File: src/rtl/ldtu_frame_ctrl.sv
// rtl/ldtu_frame_ctrl.sv - LiteDTU framing control: frame accounting, trailer insertion, output queue
//
// Ports:
//   CLK, rst_b         clock (rising edge), asynchronous active-low reset
//   fallback           1 = fallback mode, words pass through without framing
//   frame_len          data words per frame, 0 disables framing
//   load_data/data_in  normal-mode encoded word strobe and data
//   load_data_fb/data_fb fallback-mode word strobe and data
//   full               downstream cannot accept a write this cycle
//   handshake          downstream read request
//   data_out           registered output word
//   write_signal       data_out carries a new word this cycle
//   read_signal        handshake delayed by one cycle
//   losing_data        one-cycle pulse per dropped input word
//   lost_cnt           saturating dropped-word count
//   frame_id           id of the frame currently accumulating
module ldtu_frame_ctrl #(
    parameter int                    DATA_W    = 32,
    parameter int                    CRC_W     = 12,
    parameter logic [CRC_W-1:0]      CRC_POLY  = 12'h80F,
    parameter int                    NSAMP_W   = 8,
    parameter int                    FID_W     = 8,
    parameter int                    LEN_W     = 6,
    parameter int                    QDEPTH    = 4,
    parameter int                    LOSTC_W   = 16,
    parameter logic [DATA_W-1:0]     INIT_WORD = 32'hF000_0000
) (
    input  logic                CLK,
    input  logic                rst_b,
    input  logic                fallback,
    input  logic [LEN_W-1:0]    frame_len,
    input  logic                load_data,
    input  logic [DATA_W-1:0]   data_in,
    input  logic                load_data_fb,
    input  logic [DATA_W-1:0]   data_fb,
    input  logic                full,
    input  logic                handshake,
    output logic [DATA_W-1:0]   data_out,
    output logic                write_signal,
    output logic                read_signal,
    output logic                losing_data,
    output logic [LOSTC_W-1:0]  lost_cnt,
    output logic [FID_W-1:0]    frame_id
);

    localparam int QAW = $clog2(QDEPTH);

    // Number of samples represented by an encoded word, from its header byte.
    function automatic logic [NSAMP_W-1:0] samp_weight(input logic [DATA_W-1:0] w);
        logic [7:0] h;
        h = w[DATA_W-1 -: 8];
        samp_weight = '0;
        case (h[7:6])
            2'b01:   samp_weight = NSAMP_W'(5);
            2'b10:   samp_weight = NSAMP_W'(h[5:0]);
            2'b00:   samp_weight = (h[7:2] == 6'b001010) ? NSAMP_W'(2) : NSAMP_W'(1);
            default: samp_weight = '0;
        endcase
    endfunction

    // MSB-first serial CRC over one whole word.
    function automatic logic [CRC_W-1:0] crc_next(input logic [CRC_W-1:0] c,
                                                  input logic [DATA_W-1:0] d);
        logic [CRC_W-1:0] r;
        logic             fb;
        r = c;
        for (int i = DATA_W - 1; i >= 0; i--) begin
            fb = r[CRC_W-1] ^ d[i];
            r  = {r[CRC_W-2:0], 1'b0} ^ (fb ? CRC_POLY : '0);
        end
        return r;
    endfunction

    logic [DATA_W-1:0]  q_mem [QDEPTH];
    logic [QAW-1:0]     wr_ptr;
    logic [QAW-1:0]     rd_ptr;
    logic [QAW:0]       q_cnt;

    logic [LEN_W-1:0]   word_cnt;
    logic [NSAMP_W-1:0] nsamp;
    logic [CRC_W-1:0]   crc;
    logic [DATA_W-1:0]  trl_reg;
    logic               trl_pend;

    logic               in_vld;
    logic [DATA_W-1:0]  in_word;
    logic               acc_en;
    logic               close;
    logic [NSAMP_W-1:0] nsamp_n;
    logic [CRC_W-1:0]   crc_n;
    logic [QAW:0]       free;
    logic               trl_push;
    logic               in_push;
    logic               do_pop;
    logic [QAW-1:0]     in_idx;

    always_comb begin
        in_vld  = fallback ? load_data_fb : load_data;
        in_word = fallback ? data_fb : data_in;
        acc_en  = in_vld & ~fallback & (frame_len != '0);
        // One extra bit so word_cnt+1 cannot wrap when frame_len was lowered.
        close   = acc_en & (({1'b0, word_cnt} + (LEN_W+1)'(1)) >= {1'b0, frame_len});
        nsamp_n = nsamp + samp_weight(in_word);
        crc_n   = crc_next(crc, in_word);
        // Space is judged before the edge; a same-cycle pop frees nothing.
        free    = (QAW+1)'(QDEPTH) - q_cnt;
        // A pending trailer goes first. When it cannot push, free is zero, so
        // the input word is necessarily refused and ordering is preserved.
        trl_push = trl_pend & (free != '0);
        in_push  = in_vld & (free > (QAW+1)'(trl_push));
        do_pop   = ~full & (q_cnt != '0);
        in_idx   = wr_ptr + QAW'(trl_push);
    end

    // Queue storage carries no reset; validity is tracked by q_cnt.
    always_ff @(posedge CLK) begin
        if (trl_push) q_mem[wr_ptr] <= trl_reg;
        if (in_push)  q_mem[in_idx] <= in_word;
    end

    always_ff @(posedge CLK or negedge rst_b) begin
        if (!rst_b) begin
            wr_ptr       <= '0;
            rd_ptr       <= '0;
            q_cnt        <= '0;
            word_cnt     <= '0;
            nsamp        <= '0;
            crc          <= '0;
            trl_reg      <= '0;
            trl_pend     <= 1'b0;
            frame_id     <= '0;
            data_out     <= INIT_WORD;
            write_signal <= 1'b0;
            read_signal  <= 1'b0;
            losing_data  <= 1'b0;
            lost_cnt     <= '0;
        end else begin
            wr_ptr <= wr_ptr + QAW'(trl_push) + QAW'(in_push);
            rd_ptr <= rd_ptr + QAW'(do_pop);
            q_cnt  <= q_cnt + (QAW+1)'(trl_push) + (QAW+1)'(in_push) - (QAW+1)'(do_pop);

            write_signal <= do_pop;
            if (do_pop) data_out <= q_mem[rd_ptr];

            read_signal <= handshake;
            losing_data <= in_vld & ~in_push;
            if (in_vld & ~in_push & ~(&lost_cnt)) lost_cnt <= lost_cnt + LOSTC_W'(1);

            if (fallback) begin
                // Partial frame is abandoned; framing restarts from id 0.
                word_cnt <= '0;
                nsamp    <= '0;
                crc      <= '0;
                frame_id <= '0;
                trl_pend <= 1'b0;
            end else begin
                if (close)         trl_pend <= 1'b1;
                else if (trl_push) trl_pend <= 1'b0;

                if (close) begin
                    trl_reg  <= {4'b1101, nsamp_n, crc_n, frame_id};
                    word_cnt <= '0;
                    nsamp    <= '0;
                    crc      <= '0;
                    frame_id <= frame_id + FID_W'(1);
                end else if (acc_en) begin
                    word_cnt <= word_cnt + LEN_W'(1);
                    nsamp    <= nsamp_n;
                    crc      <= crc_n;
                end
            end
        end
    end

endmodule

File: config.mk
export PLATFORM = sky130hd
export DESIGN_NAME = ldtu_frame_ctrl
export DESIGN_NICKNAME = d
export VERILOG_FILES = /design/src/rtl/ldtu_frame_ctrl.sv
export SDC_FILE = /design/constraint.sdc
export NUM_CORES = 1
export LEC_CHECK = 0
export ABC_AREA = 1
export ABC_CLOCK_PERIOD_IN_PS = 8200
export CORE_ASPECT_RATIO = 0.75
export CORE_MARGIN = 2
export CORE_UTILIZATION = 45
export CTS_CLUSTER_SIZE = 14
export DETAILED_ROUTE_END_ITERATION = 16
export PLACE_DENSITY = 0.76
export REMOVE_ABC_BUFFERS = 1
export SLEW_MARGIN = 20
export SYNTH_ARGS = -nofsm -noshare
export SYNTH_HDL_FRONTEND = slang
export SYNTH_SLANG_ARGS = --single-unit
File: constraint.sdc
create_clock -name CLK -period 8.2 [get_ports CLK]
set_input_delay 1.23 -clock CLK [delete_from_list [all_inputs] [get_ports CLK]]
set_output_delay 1.23 -clock CLK [all_outputs]
set_load 0.03 [all_outputs]
==> flow_summary.yaml <==
power:
  p_total_mw: 5.97
  p_int_mw: 3.44
  ir_worst_vdd_v: 0.000273
  leakagePower_nw: 6.84
  netSwitchingFraction_pct: 42.3
  pwr-share-clk_pct: 21.0
  p_per_area_mw_per_mm2: 375
  p_seq_share_pct: 32.9
  switching_power_mw: 2.53
  power_frac_comb_pct: 46.1
drt:
  ant_nets: 0
  routed_wl_microns: 37000
  vias: 11400
  drc: 0
  post_drt_wl_per_cell_microns: 17.5
  vias_per_cell: 5.38
  first_iter_violations: 1305
  first_pass_iters: 5
global_route:
  antenna_found_initial: 0
  grt_pass1_wl_microns: 58600
  grt_max_degree: 72
  grt_overflow: 0
  grt_pass1_vias: 10500
  grtUsageTotal_pct: 24.0
synthesis:
  seq_area_frac_synth_pct: 51.8
  async_reset_ff_share_pct: 48.8
  synth_edf_count: 128
  synth_ff_type: "edfxtp_1"
  ys_ff_latch: 250
  synthDistinctLibCells: 43
  syn_inst: 1592
  synth.cell_area_sq_mm: 0.0133
  ys_warn_count: 0
  syn_area_per_cell_sq_um: 8.37
timing:
  fin_tns_setup_ps: 0
  rsz0062_at_grt: "false"
  setup_ws_ps: 3360
  period_needed_ps: 4840
  period_share_pct: 59.0
  slew_viol_final: 0
  slew-limit-headroom_pct: 30.8
  worst_slew_pin_slew_ps: 1040
  hold_viol: 0
  fin_skew_ps: 12.0
  max_freq_mhz: 207
  setup_violations: 0
cells_and_area:
  drive_gt1_share_pct: 7.14
  fin_area_sq_mm: 0.0159
  diodes: 0
  largest_reg_flops: 128
  nNetsFinal: 1806
  areaGrowthSynthToFinish_pct: 19.5
die:
  pin_count: 136
  rows: 54
  die_x_microns: 203
  start_util_pct: 45.7
  die_area_sq_mm: 0.0310
  coreArea_sq_mm: 0.0291
  die_h_microns: 153
clock_network:
  post_cts_resized: 0
  post_cts_buffers: 0
  clock_latency_ps: 540
  cts_tree: "built"
  cts.reportedPaths.clkPinSlew_ps: 60
  cts_sinks: 250
  cts_max_path_buffers: 3
  cts_made_buffers: 26
  cts-root-buf: "clkbuf_16"
  htreeDepth: 1
  postCtsHoldBufs: 0
place:
  dpl_worst_slack_ps: 2840
  placed_area_sq_mm: 0.0150
  hpwl_microns: 25000
  io_buffers: 135
  place.gp.congestion: 0.912
critical_path:
  start_kind: "input port"
  cp_max_fo: 47
  critPathSlowestCell: "buf_4"
  crit_arrival_ps: 5270
  cp_data_required_time_ps: 8630
  r2r_cells: 12
  crit_path_end_kind: "flop"
  worstSetupPathType: "input port to flop"
  slowest_delay_ps: 490
job:
  max_cap_violations: 0
worst_hold_path:
  hold_class: "flop to flop"
  holdPathStages: 1
status:
  status: "finished clean"
==> routing by layer <==
metal	GRT usage (%)	part of all wire, %	vias up
met2	36.5	44	514
met3	3.35	9.2	54
met1	36.4	45	5336
li1	-	-	5478
met5	0	0	-
met4	5.60	2.0	0
==> worst max-delay path: cells and delay by family <==
family	cells	cell delay (ps)
xor gates and xnor gates	3	690
buffers and inverters	7	1460
and+or+nand+nor	21	1830
==> cell type report <==
type	count	area [sq um]
fillers	2608	13200
flip-flops and latches	250	6900
multi-input cells	1133	5620
repair buffers	152	1480
clock buffers	33	718
inverters	140	526
well taps	392	490
clock inverters	15	181
==> cells by family (layout without fill, tap and decap cells) <==
family                   Yosys count  after routing  synth area share, %
AO/OA/AOI/OAI                    314            314                 12.5
XOR/XNOR                          57             57                 3.92
adder cells (fa/ha/maj)           26             26                 2.61
buffers and inverters            209            340                 6.30
flip-flops                       250            250                 51.8
multiplexers                       1              1               0.0845
AND/OR/NAND/NOR                  735            735                 22.7
==> cells in the mapped netlist (2+ instances only) <==
cell,n,area (sq um)
xnor2_1,18,158
o22ai_1,10,62.6
or2_2,11,68.8
a22o_1,3,26.3
o31ai_1,3,22.5
dfrtp_1,118,2950
inv_1,138,518
clkbuf_1,55,206
buf_1,7,26.3
o21ai_1,5,25.0
nor4_1,2,12.5
xor2_1,36,315
nor3_1,9,45.0
nand2_2,28,175
nand2_4,2,22.5
o21ai_0,235,1180
ha_1,23,288
nand3_1,89,445
nand4_1,2,12.5
xor2_2,3,48.8
buf_6,3,33.8
nand3b_1,4,30.0
edfxtp_1,128,3840
a31oi_1,33,206
o21ai_2,4,35.0
a21oi_1,17,85.1
dfstp_2,4,105
nand2_1,386,1450
o21a_1,2,15.0
nor2_1,199,747
fa_1,3,60.1
==> power by group through the flow <==
stage | registers (mW) | clock network [mW] | logic [mW]
after floorplan | 2.18 | 0 | 1.63
final | 1.97 | 1.25 | 2.75
after global routing | 2.00 | 1.31 | 3.07
after global placement | 1.98 | 0 | 2.67
after detailed placement | 1.99 | 0 | 2.74
after CTS | 1.96 | 1.26 | 2.75
==> metrics by stage <==
stage                     std cells  hold slack, ps  util [%]
final                          2115             473      54.7
after CTS                      2115             475      54.7
after global placement         2067             458      51.6
after floorplan                1523             442         -
after detailed placement       2067             463      51.6
after global routing           2115             490      54.7
==> path summary, 6_finish.rpt <==
kind                       startpoint           end  slack (ps)
max in group asynchronous       rst_b     rd_ptr[0]        6150
min in group asynchronous       rst_b   data_out[8]         630
max                          fallback   trl_reg[19]        3360
max reg2reg                  q_cnt[0]  q_mem[1][20]        4290
min reg2reg                  q_cnt[2]      q_cnt[2]         470
min                          q_cnt[2]      q_cnt[2]         470
==> placed cells by master, fill, tap and decap left out, types with 3 or more instances in the layout <==
cell type	Yosys	layout
clkinv_1	1	3
buf_4	1	17
dfrtp_1	118	117
o21ai_2	4	6
o21ai_1	5	5
inv_1	138	138
clkdlybuf4s50_1	0	133
nand3b_1	4	4
ha_1	23	23
fa_1	3	3
clkbuf_16	0	27
nor2_1	199	198
a22o_1	3	3
bufinv_16	0	4
nand3_1	89	89
xnor2_1	18	18
xor2_2	3	3
dfstp_2	4	4
o22ai_1	10	10
or2_2	11	11
nor3_1	9	9
nand2_1	386	386
nand2_2	28	28
xor2_1	36	36
edfxtp_1	128	128
clkbuf_1	55	4
a21oi_1	17	17
o21ai_0	235	233
clkinv_2	0	5
a31oi_1	33	33
No activity file was read; power rests on OpenSTA's default activity.
